File: config.mk
export PLATFORM = sky130hd
export DESIGN_NAME = lcd_write_driver
export DESIGN_NICKNAME = d
export VERILOG_FILES = /design/src/rtl/lcd_write_driver.sv
export SDC_FILE = /design/constraint.sdc
export NUM_CORES = 1
export LEC_CHECK = 0
export BUFFER_PORTS_ARGS = -buffer_cell sky130_fd_sc_hd__buf_4
export CORE_ASPECT_RATIO = 1.4
export CORE_MARGIN = 2
export CORE_UTILIZATION = 35
export DETAILED_ROUTE_END_ITERATION = 10
export HOLD_SLACK_MARGIN = 0.1
export SYNTH_ARGS = -nofsm -noshare
export SYNTH_HDL_FRONTEND = slang
export SYNTH_SLANG_ARGS = --single-unit
File: constraint.sdc
create_clock -name clk -period 5.3 [get_ports clk]
set_clock_uncertainty 0.2 [all_clocks]
set_input_delay 0.265 -clock clk [delete_from_list [all_inputs] [get_ports clk]]
set_output_delay 0.265 -clock clk [all_outputs]
set_load 0.01 [all_outputs]
File: src/rtl/lcd_write_driver.sv
// HD44780-style character LCD write driver: runs the power-up/init sequence,
// then writes one command or data byte per valid/ready handshake with EN pulse timing.
module lcd_write_driver #(
   parameter int P_POWERUP = 750000,
   parameter int P_TSU     = 2,
   parameter int P_TEN     = 25,
   parameter int P_TCMD    = 2500,
   parameter int P_TCLR    = 82000,
   parameter int P_CW      = 20
) (
   input  logic       clk,
   input  logic       reset,
   input  logic       wr_valid,
   input  logic       wr_rs,
   input  logic [7:0] wr_data,
   output logic       ready,
   output logic       init_done,
   output logic       LCD_ON,
   output logic       LCD_RS,
   output logic       LCD_EN,
   output logic       LCD_RW,
   output logic [7:0] LCD_DATA
);

   typedef enum logic [2:0] {
      S_PWRUP,
      S_SETUP,
      S_PULSE,
      S_HOLD,
      S_IDLE
   } state_t;

   localparam logic [P_CW-1:0] C_PWR_LAST = P_CW'(P_POWERUP - 1);
   localparam logic [P_CW-1:0] C_TSU_LAST = P_CW'(P_TSU - 1);
   localparam logic [P_CW-1:0] C_TEN_LAST = P_CW'(P_TEN - 1);
   localparam logic [P_CW-1:0] C_CMD_LAST = P_CW'(P_TCMD - 1);
   localparam logic [P_CW-1:0] C_CLR_LAST = P_CW'(P_TCLR - 1);

   function automatic logic [7:0] init_byte(input logic [1:0] idx);
      logic [7:0] b;
      case (idx)
         2'd0:    b = 8'h38;
         2'd1:    b = 8'h0C;
         2'd2:    b = 8'h01;
         default: b = 8'h06;
      endcase
      return b;
   endfunction

   state_t          state_q, state_d;
   logic [P_CW-1:0] cnt_q, cnt_d;
   logic [1:0]      idx_q, idx_d;
   logic            rs_q, rs_d;
   logic [7:0]      data_q, data_d;
   logic            en_q, en_d;
   logic            ready_q, ready_d;
   logic            done_q, done_d;
   logic            on_q;
   logic            slow_cmd;
   logic [P_CW-1:0] hold_last;

   // Clear and home need the long execution time; everything else uses the short one.
   assign slow_cmd  = !rs_q && (data_q == 8'h01 || data_q == 8'h02 || data_q == 8'h03);
   assign hold_last = slow_cmd ? C_CLR_LAST : C_CMD_LAST;

   always_comb begin
      state_d = state_q;
      cnt_d   = cnt_q + 1'b1;
      idx_d   = idx_q;
      rs_d    = rs_q;
      data_d  = data_q;
      en_d    = 1'b0;
      ready_d = 1'b0;
      done_d  = done_q;
      case (state_q)
         S_PWRUP: begin
            if (cnt_q == C_PWR_LAST) begin
               state_d = S_SETUP;
               cnt_d   = '0;
               idx_d   = 2'd0;
               rs_d    = 1'b0;
               data_d  = init_byte(2'd0);
            end
         end
         S_SETUP: begin
            if (cnt_q == C_TSU_LAST) begin
               state_d = S_PULSE;
               cnt_d   = '0;
               en_d    = 1'b1;
            end
         end
         S_PULSE: begin
            if (cnt_q == C_TEN_LAST) begin
               state_d = S_HOLD;
               cnt_d   = '0;
            end else begin
               en_d = 1'b1;
            end
         end
         S_HOLD: begin
            if (cnt_q == hold_last) begin
               cnt_d = '0;
               if (!done_q && idx_q != 2'd3) begin
                  state_d = S_SETUP;
                  idx_d   = idx_q + 2'd1;
                  rs_d    = 1'b0;
                  data_d  = init_byte(idx_q + 2'd1);
               end else begin
                  state_d = S_IDLE;
                  ready_d = 1'b1;
                  done_d  = 1'b1;
               end
            end
         end
         S_IDLE: begin
            cnt_d   = '0;
            ready_d = 1'b1;
            if (wr_valid && ready_q) begin
               state_d = S_SETUP;
               rs_d    = wr_rs;
               data_d  = wr_data;
               ready_d = 1'b0;
            end
         end
         default: begin
            state_d = S_PWRUP;
            cnt_d   = '0;
         end
      endcase
   end

   always_ff @(posedge clk) begin
      if (reset) begin
         state_q <= S_PWRUP;
         cnt_q   <= '0;
         idx_q   <= 2'd0;
         rs_q    <= 1'b0;
         data_q  <= 8'h00;
         en_q    <= 1'b0;
         ready_q <= 1'b0;
         done_q  <= 1'b0;
         on_q    <= 1'b0;
      end else begin
         state_q <= state_d;
         cnt_q   <= cnt_d;
         idx_q   <= idx_d;
         rs_q    <= rs_d;
         data_q  <= data_d;
         en_q    <= en_d;
         ready_q <= ready_d;
         done_q  <= done_d;
         on_q    <= 1'b1;
      end
   end

   assign ready     = ready_q;
   assign init_done = done_q;
   assign LCD_ON    = on_q;
   assign LCD_RS    = rs_q;
   assign LCD_EN    = en_q;
   assign LCD_RW    = 1'b0;
   assign LCD_DATA  = data_q;

endmodule

* After elaboration in Yosys (flattened, before gate mapping)
Index checks and enable logic that the tools add are counted.
** Storage, ports and cells
- Register bits after elaboration :: 38
- Output and inout bits :: 14
- Word-level logic and storage cells :: 83
** Cells by class
- $add $sub $neg :: 2
- Equality and inequality tests :: 20
- Multiplexer cells :: 36
- Bitwise gates (word level) :: 1
- Reductions and logical operators :: 15
** Operators by type and width (count)
- 2-to-1 mux 20 bit :: 4
- case mux 20 bit (4 select lines) :: 1
- 2-to-1 mux 8 bit :: 4
- case mux 8 bit (3 select lines) :: 1
- adder 20 x 1 -> 20 bit (second input constant) :: 1
- equality test 20 x 1 -> 1 bit (second input constant) :: 1
- equality test 20 x 17 -> 1 bit :: 1
- equality test 20 bit (second input constant) :: 1
- equality test 20 x 5 -> 1 bit (second input constant) :: 1
- 2-to-1 mux 3 bit :: 6
- case mux 6 bit (3 select lines) :: 1
- 2-to-1 mux 17 bit :: 1
- equality test 8 x 2 -> 1 bit (second input constant) :: 2
- case mux 3 bit (5 select lines) :: 1
- != test 2 bit (second input constant) :: 7
- 2-to-1 mux 1 bit :: 10
- AND reduction 5 bit :: 2
- equality test 8 x 1 -> 1 bit (second input constant) :: 1
- equality test 3 x 2 -> 1 bit (second input constant) :: 2
- 2-to-1 mux 2 bit :: 3
- case mux 1 bit (2 select lines) :: 2
- case mux 2 bit (2 select lines) :: 1
- AND reduction 4 bit :: 1
- equality test 3 x 1 -> 1 bit (second input constant) :: 1
- 14 further kinds :: 18

* Depth between registers and ports, before layout
- Depth after elaboration :: 8
- Mapped depth :: 10

* Worst setup path before layout
No wires, ideal clock.
- Kind :: flip-flop to flip-flop
- From :: reg cnt_q[13]
- To :: reg cnt_q[2]
- Arrival time :: 2.097 ns
- Data required time :: 4.985 ns
- Path slack :: 2.888 ns
- Cell stages (with the launch flop) :: 9
- Buffers on the path :: 2
- Clock period less this slack :: 2.412 ns
- Cells stage by stage :: dfxtp_1 > or4_4 > nor4_4 > nor2_2 > or3_1 > buf_2 > o21bai_4 > buf_6 > nor2_1
** Between the ends
- Word-level cells in the longest chain between the ends :: 3
- Elaborated cells between the ends (all ways) :: 9
- Those cells by class :: eq/ne: 4; mux: 5
** Ends and longest elaborated chain
- start: declaration :: line 51 : logic [P_CW-1:0] cnt_q, cnt_d;
- start signal: assignment :: line 145 : cnt_q <= cnt_d;
- equality test 20 x 17 -> 1 bit (tied with other cells) :: line 101 : if (cnt_q == hold_last) begin
- 2-to-1 mux 20 bit (on tied branches)
- case mux 20 bit (4 select lines) * :: line 75 : case (state_q)
Mark *: on every way between the ends. The rest lies on a longest branch, timed or not.
A chain may end at the register's enable or synchronous reset.

* Final worst setup path
- From :: reg cnt_q[0]
- To :: reg rs_q (netlist: LCD_RS)
** Between the ends
- Word-level cells in the longest chain between the ends :: 3
- Elaborated cells between the ends (all ways) :: 5
- Those cells by class :: eq/ne: 4; reduce/logical: 1
** Ends and longest elaborated chain
- equality test 20 x 17 -> 1 bit or equality test 20 bit (tied branches) :: line 101, 77
- != test 2 bit (no line)
- AND reduction 5 bit (no line) *
- end signal: assignment :: line 147 : rs_q <= rs_d;
- end: declaration :: line 53 : logic rs_q, rs_d;
Marks and branches as above.

==> impl_metrics.py <==
metrics = {
    "outcome": {
        "outcome": "completed",
    },
    "logic_synthesis": {
        "yosysMostFrequentCell": "nor2_1",
        "yosys.area_share.simple_pct": 30.50,
        "synthesis.instances": 238,
        "synth_area_leaders": "dfxtp_1 38%, nor2_1 7.7%, xor2_1 5.3%",
        "syn_area_per_cell_sq_um": 8.359,
        "syn-num-nets": 257,
        "synth_xor_area_share_pct": 7.925,
        "mappedNetlistArea_sq_mm": 0.001989,
        "synth_edf_count": 0,
        "synth_cell_types": 48,
        "synth_area_leader_cell": "dfxtp_1",
        "ys_ff_latch": 38,
        "ys_top_cells_by_count": "41 x nor2_1, 38 x dfxtp_1, 15 x nand2_1",
        "ys_async_sr_fraction_pct": 0,
        "ys_warn_count": 0,
        "synth_top_family_by_area": "simple AND/OR/NAND/NOR gates",
        "synth_top_area_share_pct": 38.24,
        "synth_compound_area_share_pct": 13.02,
        "ys_dominant_reg_cell": "dfxtp_1",
        "ys_seq_area_share_pct": 38.24,
        "synthAdderAreaFrac_pct": 4.403,
        "synthMuxAreaShare_pct": 1.006,
    },
    "route": {
        "dr_wl_met2_mm": 2.311,
        "wl_met3_um": 216,
        "wl_mm": 4.449,
        "vias_per_cell": 5.284,
        "drt-pass1-iter-count": 4,
        "drtAntennaViolNets": 0,
        "wirelength_met1_mm": 1.848,
        "vias": 1749,
        "wl_per_cell_um": 13.44,
        "drc": 0,
        "route.top_layer_used": "met4",
        "drtIter0Drc": 71,
    },
    "finish": {
        "regArea_sq_um": 760.7,
        "diodes": 0,
        "fin_cells": 331,
        "drive_gt1_share_pct": 14.45,
        "fin_area_sq_mm": 0.002360,
        "syn2layout_area_growth_pct": 18.62,
        "multiInputGateArea_sq_mm": 0.001135,
        "layout.nets": 283,
        "n_fill_cell": 581,
    },
    "global_routing": {
        "antenna_found_initial": 0,
        "grt_pass1_wl_mm": 7.596,
        "grt_max_degree": 19,
        "grt_use_total_pct": 15.66,
        "grt_pass1_vias": 1704,
        "grt.overflow.total": 0,
    },
    "clock_network": {
        "insertion_delay_ps": 290,
        "clockBufferDepth": 2,
        "cts_root_buf": "clkbuf_8",
        "cts_tree": "built",
        "htreeDepth": 2,
        "cts_buffers": 5,
        "cts_setup_buffers": 0,
        "cts-hold-fix-buffers": 9,
        "cts.sinks": 38,
        "ctsResizeCount": 0,
        "path_clk_slew_ps": 70,
    },
    "setup_path": {
        "worstSetupEndpointType": "register",
        "crit_buf_inv": 1,
        "worstPathArrival_ps": 3290,
        "crit_family": "simple AND/OR/NAND/NOR gates",
        "cpPeakStageDelay_ps": 690,
        "cp.required_ps": 5330,
        "cpMaxStageDelayCell": "nor4_4",
        "cp_max_fo": 15,
        "cp-start-kind": "register",
        "crit_path_start": "cnt_q[0]$_SDFF_PP0_",
        "critPathKind": "reg2reg",
        "r2r_start": "cnt_q[0]$_SDFF_PP0_",
        "crit_chain": "ha_1 -> nand3_1 -> nor4_1 -> a21oi_1 -> nor4_4 -> nand3_1 -> a21oi_1 -> dlygate4sd3_1",
    },
    "power": {
        "p_leak_nw": 0.8914,
        "powerDensity_mw_per_mm2": 355.5,
        "p_sw_share_pct": 34.40,
        "pwr-share-comb_pct": 33.2,
        "power_frac_clock_pct": 23.8,
        "switching_power_mw": 0.2886,
        "internal_power_mw": 0.5504,
        "power_frac_seq_pct": 43.0,
        "power.ir.vdd_worst_v": 0.0001233,
    },
    "sta": {
        "fmax_mhz": 306.6,
        "setup_viol_count_final": 0,
        "fin_crit_ps": 3261,
        "slew_violations": 0,
        "rsz0062_at_grt": "false",
        "post-route-period-util_pct": 61.53,
        "tightest_slew_ps": 780.0,
        "hold_violations": 0,
        "slew_headroom_pct": 47.60,
        "setup_tns_ps": 0,
    },
    "floorplan": {
        "core_sq_mm": 0.005485,
        "start_util_pct": 36.27,
        "die_w_um": 67.72,
        "std_cell_rows": 32,
        "die_y_um": 93.21,
        "io_pins": 26,
        "dieArea_sq_mm": 0.006312,
    },
    "placed_design": {
        "dp_cells": 316,
        "place_area_sq_mm": 0.002187,
        "port_buffers": 24,
        "hpwl_mm": 3.261,
        "place_congestion": 0.7647,
    },
    "hold_path": {
        "min_from": "wr_data[2]",
        "min_path_type": "in2reg",
    },
    "run": {
        "cap_violations": 0,
    },
}
final timing paths:
path	depth (start not counted)	end	slack (ps)
setup reg to reg	8	LCD_RS$_SDFFE_PP0P_	2040
hold reg to reg	2	LCD_DATA[5]$_SDFFE_PP0P_	280
hold / removal	3	LCD_DATA[2]$_SDFFE_PP0P_	120
setup / recovery	8	LCD_RS$_SDFFE_PP0P_	2040
power by group through the flow:
stage | clock (mW) | combinational [mW] | sequential, mW
global placement | 0 | 0.275 | 0.367
CTS | 0.208 | 0.284 | 0.362
finish | 0.199 | 0.279 | 0.361
detailed placement | 0 | 0.279 | 0.368
global route | 0.215 | 0.312 | 0.367
floorplan | 0 | 0.206 | 0.365
sequential cells by signal, indices dropped and copies added (netlist names), 2 cells and up:
register,count
LCD_DATA,8
idx_q,2
state_q,3
cnt_q,20
layout make-up:
class	instances	share of cell area, %
well taps	68	3.606
repair buffers	33	11.45
inverters	7	1.113
flip-flops and latches	38	32.24
multi-input cells	179	48.09
clock buffers	6	3.499
logic make-up (layout without fill, tap and decap cells):
logic type | Yosys count | count (layout)
simple gates | 113 | 113
compound gates | 38 | 38
flops | 38 | 38
buf+inv | 21 | 46
xor+xnor | 18 | 18
fa+ha+maj | 7 | 7
mux | 2 | 2
other cells | 1 | 1
worst min-delay path: stages:
cell,delay (ps)
buf_4,110
a21oi_1,110
a211oi_1,70
stage by stage:
step | hold WS (ps) | utilization (%) | setup WS (ps) | power [mW]
floorplan | 216.9 | - | 2888 | 0.5715
global placement | 266.7 | 39.87 | 2530 | 0.6422
detailed placement | 274.6 | 39.87 | 2514 | 0.6474
CTS | 107.9 | 43.02 | 2021 | 0.8533
global route | 123.3 | 43.02 | 1727 | 0.8945
finish | 116.1 | 43.02 | 2039 | 0.8390
layer usage:
metal	vias up	GRT usage, %
li1	884	-
met1	816	16.79
met2	43	28.27
met3	6	3.610
met4	0	6.633
met5	-	0
cells in the final DEF, fill, tap and decap left out, types with 2 or more instances in the layout:
cell type,n
nor2_1,41
dfxtp_1,38
buf_4,24
nand2_1,15
nand3_1,13
xor2_1,12
a21oi_1,10
dlygate4sd3_1,9
inv_1,7
o21ai_0,7
ha_1,7
xnor2_1,6
nor3_1,6
clkbuf_8,6
nand4_1,5
or3_1,4
nor4_1,4
a22oi_1,4
and3_1,4
nand3b_1,3
o211ai_1,3
a211oi_1,3
or4_4,2
nand2b_1,2
nand4b_1,2
nor4_4,2
mux2i_1,2
a31oi_1,2
a311oi_1,2
o31ai_1,2
No activity file was read; power rests on OpenSTA's default activity.
